==> src/rtl/crtc_lite.sv <==
// rtl/crtc_lite.sv - 6845-style CRT controller subset: timing counters, syncs, display enable and address generation.
module crtc_lite #(
    parameter bit HSW0_IS_16 = 1'b1,
    parameter bit VSW0_IS_16 = 1'b1
) (
    input  logic        clk,
    input  logic        RESET_N,
    input  logic        CCLK_EN,
    input  logic        WE,
    input  logic        RS,
    input  logic [7:0]  D_IN,
    output logic [7:0]  D_OUT,
    output logic [13:0] MA,
    output logic [4:0]  RA,
    output logic        HSYNC,
    output logic        VSYNC,
    output logic        DISPEN
);

    typedef enum logic {ACTIVE, ADJUST} state_t;

    logic [4:0]  ar;
    logic [7:0]  r0, r1, r2, r3, r13;
    logic [6:0]  r4, r6, r7;
    logic [4:0]  r5, r9;
    logic [5:0]  r12;

    logic [7:0]  hcc;
    logic [4:0]  rc;
    logic [6:0]  vcc;
    state_t      state;
    logic [13:0] rowbase, nextbase;
    logic [4:0]  hs_left, vs_left;
    logic        vs_done;

    logic        line_end, frame_end;
    logic [7:0]  hcc_next;
    logic [4:0]  rc_next;
    logic [6:0]  vcc_next;
    state_t      state_next;
    logic [4:0]  hsw, vsw;
    logic        hsync_trig, vsync_trig, dispen_next;

    always_ff @(posedge clk or negedge RESET_N) begin
        if (!RESET_N) begin
            ar  <= '0;
            r0  <= '0; r1 <= '0; r2 <= '0; r3 <= '0;
            r4  <= '0; r5 <= '0; r6 <= '0; r7 <= '0;
            r9  <= '0; r12 <= '0; r13 <= '0;
        end else if (WE) begin
            if (!RS) begin
                ar <= D_IN[4:0];
            end else begin
                case (ar)
                    5'd0:  r0  <= D_IN;
                    5'd1:  r1  <= D_IN;
                    5'd2:  r2  <= D_IN;
                    5'd3:  r3  <= D_IN;
                    5'd4:  r4  <= D_IN[6:0];
                    5'd5:  r5  <= D_IN[4:0];
                    5'd6:  r6  <= D_IN[6:0];
                    5'd7:  r7  <= D_IN[6:0];
                    5'd9:  r9  <= D_IN[4:0];
                    5'd12: r12 <= D_IN[5:0];
                    5'd13: r13 <= D_IN;
                    default: ;
                endcase
            end
        end
    end

    always_comb begin
        case (ar)
            5'd12:   D_OUT = {2'b00, r12};
            5'd13:   D_OUT = r13;
            default: D_OUT = 8'h00;
        endcase
    end

    // Next-state of the counters; HCC wraps naturally at 255 if R0 was moved below it.
    always_comb begin
        line_end   = (hcc == r0);
        hcc_next   = line_end ? 8'd0 : hcc + 8'd1;
        rc_next    = rc;
        vcc_next   = vcc;
        state_next = state;
        frame_end  = 1'b0;
        if (line_end) begin
            if (state == ADJUST) begin
                if (rc == r5 - 5'd1) frame_end = 1'b1;
                else                 rc_next   = rc + 5'd1;
            end else if (rc == r9) begin
                if (vcc == r4) begin
                    if (r5 == 5'd0) begin
                        frame_end = 1'b1;
                    end else begin
                        state_next = ADJUST;
                        rc_next    = 5'd0;
                    end
                end else begin
                    rc_next  = 5'd0;
                    vcc_next = vcc + 7'd1;
                end
            end else begin
                rc_next = rc + 5'd1;
            end
            if (frame_end) begin
                rc_next    = 5'd0;
                vcc_next   = 7'd0;
                state_next = ACTIVE;
            end
        end
    end

    always_comb begin
        hsw = (r3[3:0] == 4'd0) ? (HSW0_IS_16 ? 5'd16 : 5'd0) : {1'b0, r3[3:0]};
        vsw = (r3[7:4] == 4'd0) ? (VSW0_IS_16 ? 5'd16 : 5'd0) : {1'b0, r3[7:4]};
        hsync_trig  = (hcc_next == r2) && (hsw != 5'd0);
        vsync_trig  = line_end && (vcc_next == r7) && (rc_next == 5'd0) &&
                      (state_next == ACTIVE) && !vs_done && (vsw != 5'd0);
        dispen_next = (hcc_next < r1) && (vcc_next < r6) && (state_next == ACTIVE);
    end

    always_ff @(posedge clk or negedge RESET_N) begin
        if (!RESET_N) begin
            hcc      <= '0;
            rc       <= '0;
            vcc      <= '0;
            state    <= ACTIVE;
            rowbase  <= '0;
            nextbase <= '0;
            hs_left  <= '0;
            vs_left  <= '0;
            vs_done  <= 1'b0;
            HSYNC    <= 1'b0;
            VSYNC    <= 1'b0;
            DISPEN   <= 1'b0;
        end else if (CCLK_EN) begin
            hcc    <= hcc_next;
            rc     <= rc_next;
            vcc    <= vcc_next;
            state  <= state_next;
            DISPEN <= dispen_next;

            if (hcc == r1 && rc == r9)
                nextbase <= rowbase + {6'd0, r1};
            if (frame_end)
                rowbase <= {r12, r13};
            else if (line_end && rc == r9 && state == ACTIVE)
                rowbase <= nextbase;

            // Pulse counters run independently of the line wrap.
            if (hsync_trig) begin
                HSYNC   <= 1'b1;
                hs_left <= hsw;
            end else if (HSYNC) begin
                if (hs_left == 5'd1) HSYNC <= 1'b0;
                else                 hs_left <= hs_left - 5'd1;
            end

            if (line_end) begin
                if (frame_end) vs_done <= 1'b0;
                if (vsync_trig) begin
                    VSYNC   <= 1'b1;
                    vs_left <= vsw;
                    vs_done <= 1'b1;
                end else if (VSYNC) begin
                    if (vs_left == 5'd1) VSYNC <= 1'b0;
                    else                 vs_left <= vs_left - 5'd1;
                end
            end
        end
    end

    assign MA = rowbase + {6'd0, hcc};
    assign RA = rc;

endmodule

==> config.mk <==
export PLATFORM = sky130hd
export DESIGN_NAME = crtc_lite
export DESIGN_NICKNAME = d
export VERILOG_FILES = /design/src/rtl/crtc_lite.sv
export SDC_FILE = /design/constraint.sdc
export NUM_CORES = 1
export LEC_CHECK = 0
export BUFFER_PORTS_ARGS = -buffer_cell sky130_fd_sc_hd__buf_2
export CELL_PAD_IN_SITES_DETAIL_PLACEMENT = 0
export CELL_PAD_IN_SITES_GLOBAL_PLACEMENT = 1
export CORE_MARGIN = 4
export CORE_UTILIZATION = 40
export DETAILED_ROUTE_END_ITERATION = 16
export GPL_ROUTABILITY_DRIVEN = 0
export GPL_TIMING_DRIVEN = 0
export PLACE_DENSITY_LB_ADDON = 0.05
export SLEW_MARGIN = 20
export SYNTH_ARGS = -nofsm -noshare
export SYNTH_HDL_FRONTEND = slang
export SYNTH_SLANG_ARGS = --single-unit
==> constraint.sdc <==
create_clock -name clk -period 4.7 [get_ports clk]
set_input_delay 0 -clock clk [delete_from_list [all_inputs] [get_ports clk]]
set_output_delay 0 -clock clk [all_outputs]
set_load 0.01 [all_outputs]
# After elaboration in Yosys (flattened, before gate mapping)
# Index checks and enable logic that the tools add are counted.
# op_classes
add_sub_neg,8
n_mul,0
n_div,0
magnitude_cmp,2
n_eq_ne,21
shift,0
n_mux,45
n_bitwise,3
n_reduce_logical,41
# op_table
cell,n
$mux W5,15
$reduce_and A3 Y1,13
$mux W7,5
$add A14 B8 Y14,2
$mux W14,2
$eq A8 B8 Y1,3
$mux W1,21
$eq A5 B3 Y1 const B,4
$pmux W8 S2,1
$eq A5 B1 Y1 const B,3
$eq A5 B4 Y1 const B,3
$logic_not A5 Y1,3
$sub A5 B1 Y5 const B,3
$eq A7 B7 Y1,2
$logic_and A1 B1 Y1,11
$eq A5 B2 Y1 const B,2
$eq A5 B5 Y1,2
$reduce_bool A5 Y1,2
$add A8 B1 Y8 const B,1
$logic_not A4 Y1,2
$lt A8 B8 Y1,1
$mux W8,1
$reduce_and A2 Y1,4
$reduce_bool A2 Y1,4
other kinds (7),10
# totals
reg_bits,145
latch_bits,0
mem_bits_rw,0
romBits,0
mem_count,0

# Logic depth before layout (Yosys ltp)
# Gate-level depths: netlist of run 1.
# depth
ltp_word,16
depth_mapped,17

# Least setup slack after synthesis of run 1
# No wires, ideal clock.
# synth_timing
kind,reg-to-reg
start,register r5[0]
end,register DISPEN
t_arrival_ns,2.891
t_required_ns,4.618
setup_slack_ns,1.726
path_stages_with_launch,18
path_buffers,1
synth_period_minus_slack_ns,2.974
path_cell_list,dfrtp_1 > inv_1 > ha_1 > nor4b_1 > nand4b_1 > nor4_1 > nor2_2 > nor2_1 > buf_2 > nor2_1 > ha_1 > a21oi_1 > nor2b_1 > o21ai_0 > nand4_1 > nor2_1 > o21ai_0 > o22ai_1
# synth_via
elab_chain_len,11
# synth_rtl
element,line,rtl
"start, declared",25,"logic [4:0] r5, r9;"
"start signal, assigned",60,5'd5: r5 <= D_IN[4:0];
branches (longest 4 deep; another with $sub A5 B1 Y5),n/a,
$mux W1 (*),89,if (state == ADJUST) begin
$mux W1 (*),88,if (line_end) begin
$mux W7 (*),107,if (frame_end) begin
$mux W7 (*),88,
named net vcc_next[4],39,logic [6:0] vcc_next;
$lt A7 B7 Y1 (*),121,dispen_next = (hcc_next < r1) && (vcc_next < r6) && (state_next == ACTIVE);
$logic_and A1 B1 Y1 (*) (2 in a row),121,
"end signal, assigned",143,DISPEN <= dispen_next;
"end, declared",17,output logic DISPEN
# Mark *: on every way through the listed nets, which the timed path passes. The select of a mux whose other input is x is not followed.
# A chain may end at the register's enable or synchronous reset.

# Final worst setup path of run 1
# Ends and elaborated chain as after synthesis.

==> reports/results.md, run 1 <==
| Parameter | Reported | Unit |
|---|---|---|
| Result of the run | finished, final reports clean | - |
| RSZ-0062 raised after global routing | no | - |
| Top-Level Pins | 43 | - |
| Initial DRC Count | 324 | - |
| Maximum buffer depth of the clock tree | 2 | - |
| Remaining number of nets flagged by the antenna check after routing | 0 | - |
| Final cycle utilization of the critical path | 82.1 | % |
| Avg Inst Size Synth | 10.5 | um2 |
| Top library cells by usage in the layout, fill and taps aside | sky130_fd_sc_hd__dfrtp_1, sky130_fd_sc_hd__mux2_2, sky130_fd_sc_hd__nor2_1 | - |
| Largest voltage drop on the vdd net | 232 | uV |
| Worst Path Required | 5040 | ps |
| Cells resized by post-CTS repair | 0 | - |
| Max-capacitance violation count | 0 | - |
| Via total after detailed routing | 6302 | - |
| Register clock-pin slew on the reported worst setup and hold paths | 70 | ps |
| Count of final max-slew check failures | 0 | - |
| Chip Height | 154 | um |
| Die Footprint | 23700 | um2 |
| Tmin final | 3860 | ps |
| Sort of element at the end of the critical path | flip-flop | - |
| Maximum operating frequency | 0.259 | GHz |
| Relative slew slack | 26.9 | % |
| Cell family with most CP delay | simple AND/OR/NAND/NOR gates | - |
| Crit path cell chain | inv_1 > ha_1 > nor4b_1 > nand4b_1 > nor4_1 > nor2_2 > nor2_1 > buf_2 > nor2_1 > ha_1 > a21oi_1 > nor2b_1 > o21ai_0 > nand4_1 > nor2_1 > o21ai_0 > o22ai_1 | - |
| Total of flip-flops plus latches after synthesis | 145 | - |
| Post-synthesis cell type with the largest combined area | sky130_fd_sc_hd__dfrtp_1 | - |
| First-pass iteration count of the detailed router | 5 | - |
| Final #Nets | 934 | - |
| Total nets after synthesis | 864 | - |
| First-pass GRT wire length | 36800 | um |
| Via/cell ratio | 5.39 | - |
| Layout Area Growth over Synthesis | 14.8 | % |
| Most frequently used flop master after synthesis | sky130_fd_sc_hd__dfrtp_1 | - |
| Floorplan row count | 53 | - |
| Grt total ovfl | 0 | - |
| Number of CTS-inserted buffers | 17 | - |
| Detailed-route wire length per cell | 19.4 | um |
| Critical Path Fanout Max | 10 | - |
| Total half-perimeter wirelength after legalization and detailed placement | 16700 | um |
| Async S/R FF share, synth | 100 | % |
| Sum of buffers and inverters on the critical path | 2 | - |
| Die Width | 154 | um |
| Layout Utilization | 46.6 | % |
| Setup violations, final | 0 | - |
| Drc violations | 0 | - |
| Type of the most critical hold path | input pin to flip-flop | - |
| Setup Crit Path Kind | flip-flop to flip-flop | - |
| Count of warnings emitted by yosys | 0 | - |
| Largest net degree at the start of global routing | 81 | - |
| Ratio of total power to cell area | 563 | nW/um2 |
| Clock tree from TritonCTS | done | - |
| Most common cell after layout, fill and taps aside | sky130_fd_sc_hd__dfrtp_1 | - |
| Total core area | 21000 | um2 |
| H-Tree Level Count | 4 | - |
| Number of antenna violations at the first check in global routing | 0 | - |
| Critical path launch point type | flip-flop | - |
| Via count of the first global-routing pass | 6515 | - |
| Root buf cell | sky130_fd_sc_hd__clkbuf_16 | - |
| Cell area after technology mapping | 8510 | um2 |
| Slew at the pin closest to its max-slew limit | 1090 | ps |
| Synth top area share | 42.6 | % |
| Reported leakage power | 4.61 | nW |
| Latest clock arrival within the worst-skew pair | 420 | ps |
| Biggest cell delay along the critical path | 580 | ps |
| Largest cells by area after synthesis | sky130_fd_sc_hd__dfrtp_1, sky130_fd_sc_hd__mux2_2, sky130_fd_sc_hd__ha_1 | - |
| GRT Resource Usage Total | 20.0 | % |
| Worst path slowest cell | sky130_fd_sc_hd__nor4b_1 | - |
| Initial core utilization | 40.6 | % |
| Cell count after synthesis | 812 | - |
| Arrival @ worst endpoint | 4200 | ps |
| Antenna cells | 0 | - |
| Count of buffers inserted at the top-level ports | 41 | - |
| EDFF count, synth | 0 | - |
| Sum of routed wire length over all layers | 22700 | um |
| Setup total negative slack | 0 | ps |
| Number of distinct standard cells referenced by the synthesized netlist | 67 | - |
| Fraction of layout cells with a size suffix above 1 | 23.2 | % |
| Final hold violations | 0 | - |
| Cell type with the highest occurrence count on the critical path | sky130_fd_sc_hd__nor2_1 | - |
| Sequential element share of the synthesized area | 42.6 | % |
| Number of clock sinks seen by CTS | 145 | - |
| Clock Skews | 11.8 | ps |
[per-layer routing]
layer	vias up	GRT usage (%)	part of all wire, %
li1	3016	-	-
met1	3152	28.8	50
met2	110	31.0	46
met3	24	4.08	2.8
met4	0	4.84	1.7
met5	-	0	0
[cell usage after synthesis, drive strengths merged, types with 3 or more instances]
cell and count:
o21bai 7, nand2 53, nor2b 5, o31ai 4, nand3b 3, or3 3
mux2 97, xor2 28, nand4 10, and2 12, nor2 56, dfrtp 145
a21oi 38, xnor2 50, nor3 19, a22o 6, nand3 23, buf 14
and3 10, nor4 9, a22oi 5, inv 45, o211ai 6, a21o 9
mux2i 21, clkbuf 21, o21ai 37, a31oi 4, ha 37, nor4b 3
[area by class of cell]
type | count | area, um2
fillers | 2035 | 11200
multi-input cells | 587 | 4540
flip-flops and latches | 145 | 3630
clock buffers | 18 | 439
well taps | 275 | 344
repair buffers | 51 | 323
plain buffers | 35 | 185
inverters | 45 | 169
clock inverters | 14 | 141
[path summary, 6_finish.rpt]
path / start / end / slack, ps / cells after the start
worst max register to register: r5[0] / DISPEN / 840 / 17
max in group asynchronous: RESET_N / r13[4] / 3750 / 3
worst max-delay path: r5[0] / DISPEN / 840 / 17
worst min-delay path: D_IN[6] / r4[6] / 30 / 2
min in group asynchronous: RESET_N / vs_left[0] / 170 / 2
worst min register to register: nextbase[2] / nextbase[2] / 490 / 2
[worst register-to-register path: cells and delay by family, from the launching register on]
kind	cells	cell delay, ps
buf+inv	2	330
fa+ha+maj	2	490
simple gates	9	1890
flops	1	410
compound gates	4	660
[state kept, by name, summed over array words and instances, names as in the netlist, 8 cells and up]
| name | count |
|---|---|
| rowbase | 14 |
| nextbase | 14 |
| r13 | 8 |
| r3 | 8 |
| hcc | 8 |
| r2 | 8 |
| r1 | 8 |
| r0 | 8 |
[report_power, final]
part	switching (W)	internal (W)	total, W
combinational	0.00115	0.00100	0.00215
clock	0.000586	0.000761	0.00135
sequential	0.000384	0.00162	0.00200
total	0.00212	0.00339	0.00551
[timing repair]
item / 4_1_cts / 5_1_grt
setup buffers: 0 / 0
hold endpoints to repair: 94 / 0
setup endpoints to repair: 0 / 0
hold buffers: 7 / 0
[per-stage QoR]
step	area (um2)	total power [W]	worst slack, ps	cells	hold WS, ps
after detailed placement	9120	0.00419	851	1131	43.8
after CTS	9770	0.00557	808	1170	12.4
after global routing	9770	0.00593	357	1170	28.2
after floorplan	8510	0.00352	1730	812	-296
after global placement	9060	0.00411	855	1128	264
final	9770	0.00551	839	1170	31.1
[cells by family (layout without fill, tap and decap cells)]
kind of cell               count (synthesis)  count (layout)  share of synthesized area, %
and+or+nand+nor                          215             215                          12.7
AOI/OAI and AO/OA                        136             136                          10.8
buffers and inverters                     80             163                          4.16
muxes                                    118             118                          15.3
adders and majority gates                 39              39                          5.91
DFF                                      145             145                          42.6
xor gates and xnor gates                  79              79                          8.47
Note: power is estimated with default switching activity, not from simulation.
==> inputs of run 2 (changes only) <==
clock period = 3.9 ns   (was 4.7 ns; I/O delays follow)
==> reports/results.md, run 2 (synthesis results as in run 1) <==
| Parameter | Reported | Unit | vs previous |
|---|---|---|---|
| Result of the run | finished, final reports clean | - | unchanged |
| Largest regs | nextbase x14, rowbase x14 | - | unchanged |
| Clock tree from TritonCTS | done | - | unchanged |
| Grt total ovfl | 0 | - | unchanged |
| Remaining number of nets flagged by the antenna check after routing | 0 | - | unchanged |
| Final cycle utilization of the critical path | 88.9 | % | was 82.1% |
| Layout Utilization | 46.8 | % | was 46.6% |
| Post-route total power | 0.00666 | W | was 0.00551 W |
| Setup total negative slack | 0 | ps | unchanged |
| Startpoint of the lowest-slack register-to-register path | hcc[7] | - | was r5[0] |
| Register-to-register setup slack | 430 | ps | was 840 ps |
| Internal Dissipation | 0.00409 | W | was 0.00339 W |
| Number of CTS-inserted buffers | 17 | - | unchanged |
| Via count of the first global-routing pass | 6515 | - | unchanged |
| Final #Nets | 937 | - | was 934 |
| First-pass GRT wire length | 36800 | um | unchanged |
| Top library cells by usage in the layout, fill and taps aside | sky130_fd_sc_hd__dfrtp_1, sky130_fd_sc_hd__mux2_2, sky130_fd_sc_hd__nor2_1 | - | unchanged |
| Worst-case hold path end point | ar[4] | - | was r4[6] |
| Maximum operating frequency | 0.289 | GHz | was 0.259 GHz |
| Die Width | 154 | um | unchanged |
| Clock Skews | 12.9 | ps | was 11.8 ps |
| Drc violations | 0 | - | unchanged |
| Die Footprint | 23700 | um2 | unchanged |
| GRT Resource Usage Total | 20.0 | % | unchanged |
| Switching component of the power | 0.00257 | W | was 0.00212 W |
| Tmin final | 3470 | ps | was 3860 ps |
| Fraction of layout cells with a size suffix above 1 | 23.9 | % | was 23.2% |
| Min-Delay Startpoint | RS | - | was D_IN[6] |
| Part of the power in the clock network | 24.4 | % | was 24.5% |
| H-Tree Level Count | 4 | - | unchanged |
| Relative slew slack | 26.7 | % | was 26.9% |
| Critical Path Start | hcc[7] | - | was r5[0] |
| Final worst hold slack | 32.9 | ps | was 31.1 ps |
| Slew at the pin closest to its max-slew limit | 1090 | ps | about the same |
| Number of antenna violations at the first check in global routing | 0 | - | unchanged |
| Maximum buffer depth of the clock tree | 2 | - | unchanged |
| Type of the most critical hold path | input pin to flip-flop | - | unchanged |
| First-pass iteration count of the detailed router | 5 | - | unchanged |
| Chip Height | 154 | um | unchanged |
| Most common cell after layout, fill and taps aside | sky130_fd_sc_hd__dfrtp_1 | - | unchanged |
| Power share of the sequential group | 36.3 | % | was 36.4% |
| Largest net degree at the start of global routing | 81 | - | unchanged |
| Initial DRC Count | 394 | - | was 324 |
| Largest voltage drop on the vdd net | 281 | uV | was 232 uV |
| Worst Path Required | 4240 | ps | was 5040 ps |
| Antenna cells | 0 | - | unchanged |
| PnR worst setup slack | 434 | ps | was 839 ps |
| Number of cells traversed by the worst hold path | 3 | - | was 2 |
| Total half-perimeter wirelength after legalization and detailed placement | 16700 | um | unchanged |
| Arrival @ worst endpoint | 3800 | ps | was 4200 ps |
| Detailed-route wire length per cell | 19.5 | um | was 19.4 um |
| Setup violations, final | 0 | - | unchanged |
| Final hold violations | 0 | - | unchanged |
| Ratio of total power to cell area | 678 | nW/um2 | was 563 nW/um2 |
| Via/cell ratio | 5.38 | - | was 5.39 |
| Reported leakage power | 4.63 | nW | was 4.61 nW |
| RSZ-0062 raised after global routing | no | - | unchanged |
| Number of clock sinks seen by CTS | 145 | - | unchanged |
| Combinational Power Share | 39.2 | % | was 39.1% |
| Root buf cell | sky130_fd_sc_hd__clkbuf_16 | - | unchanged |
| Sum of routed wire length over all layers | 22800 | um | was 22700 um |
| Top-Level Pins | 43 | - | unchanged |
| Register clock-pin slew on the reported worst setup and hold paths | 60 | ps | was 70 ps |
| Critical path launch point type | flip-flop | - | unchanged |
| Setup Crit Path Kind | flip-flop to flip-flop | - | unchanged |
| Layout Area Growth over Synthesis | 15.3 | % | was 14.8% |
| Capture point of the worst reg-to-reg path | DISPEN | - | unchanged |
| Count of buffers inserted at the top-level ports | 41 | - | unchanged |
| Sort of element at the end of the critical path | flip-flop | - | unchanged |
| Setup Slack @ Placement | 51.1 | ps | was 851 ps |
| Total core area | 21000 | um2 | unchanged |
| Cell depth of the worst flop-to-flop path | 16 | - | was 17 |
| Initial core utilization | 40.6 | % | unchanged |
| Floorplan row count | 53 | - | unchanged |
| Via total after detailed routing | 6306 | - | was 6302 |
| Critical Path Fanout Max | 10 | - | unchanged |
| Switching part of the total power | 38.6 | % | was 38.5% |
| Max-capacitance violation count | 0 | - | unchanged |
| Latest clock arrival within the worst-skew pair | 430 | ps | was 420 ps |
| Count of final max-slew check failures | 0 | - | unchanged |
run 2: worst max-delay path by stage:
stage,slack (ps),cells past startpoint,endpoint
2_1_floorplan,930,17,DISPEN
3_3_place_gp,50,17,DISPEN
3_5_place_dp,50,17,DISPEN
4_1_cts,8,17,DISPEN
5_1_grt,60,16,DISPEN
6_report,430,16,DISPEN
run 2: area by class of cell:
class                   instances  area (um2)
repair buffers                 54         345
well taps                     275         344
clock inverters                14         141
flip-flops and latches        145        3630
clock buffers                  18         439
plain buffers                  35         185
fillers                      2028       11100
inverters                      45         169
multi-input cells             587        4560
run 2: power by group through the flow:
stage	combinational, W	sequential [W]	clock, W
after floorplan	0.00195	0.00229	0
after global placement	0.00253	0.00243	0
after detailed placement	0.00260	0.00245	0
after CTS	0.00262	0.00242	0.00167
after global routing	0.00293	0.00249	0.00174
final	0.00261	0.00242	0.00163
run 2: worst max-delay path, stage by stage, from the launching register on:
cell,delay (ps)
sky130_fd_sc_hd__dfrtp_1,490
sky130_fd_sc_hd__xnor2_1,200
sky130_fd_sc_hd__nand4_1,170
sky130_fd_sc_hd__or2_1,270
sky130_fd_sc_hd__buf_6,140
sky130_fd_sc_hd__clkbuf_1,280
sky130_fd_sc_hd__o31a_1,390
sky130_fd_sc_hd__nor2_1,190
sky130_fd_sc_hd__nor2_1,100
sky130_fd_sc_hd__ha_1,300
sky130_fd_sc_hd__a21oi_1,150
sky130_fd_sc_hd__nor2b_1,50
sky130_fd_sc_hd__o21ai_1,180
sky130_fd_sc_hd__nand4_1,110
sky130_fd_sc_hd__nor2_1,120
sky130_fd_sc_hd__o21ai_0,110
sky130_fd_sc_hd__o22ai_1,130
run 2: repair_timing:
item                       in CTS  in global routing
setup endpoints to repair       0                  5
hold endpoints to repair       94                  0
hold buffers                    7                  0
gates resized for setup         0                  5
setup buffers                   0                  3
run 2: per-stage QoR:
step,instances,cell area (um2)
after detailed placement,1131,9120
after global placement,1128,9060
after floorplan,812,8510
after CTS,1170,9770
final,1173,9820
after global routing,1173,9820
run 2: metal layers:
| metal | wire length (um) | up-vias | GRT usage, % | share of wire (%) |
|---|---|---|---|---|
| met4 | 383 | 0 | 4.84 | 1.7 |
| met1 | 11400 | 3156 | 28.8 | 50 |
| met2 | 10500 | 108 | 31.0 | 46 |
| met3 | 605 | 25 | 4.08 | 2.6 |
| li1 | - | 3017 | - | - |
| met5 | 0 | - | 0 | 0 |
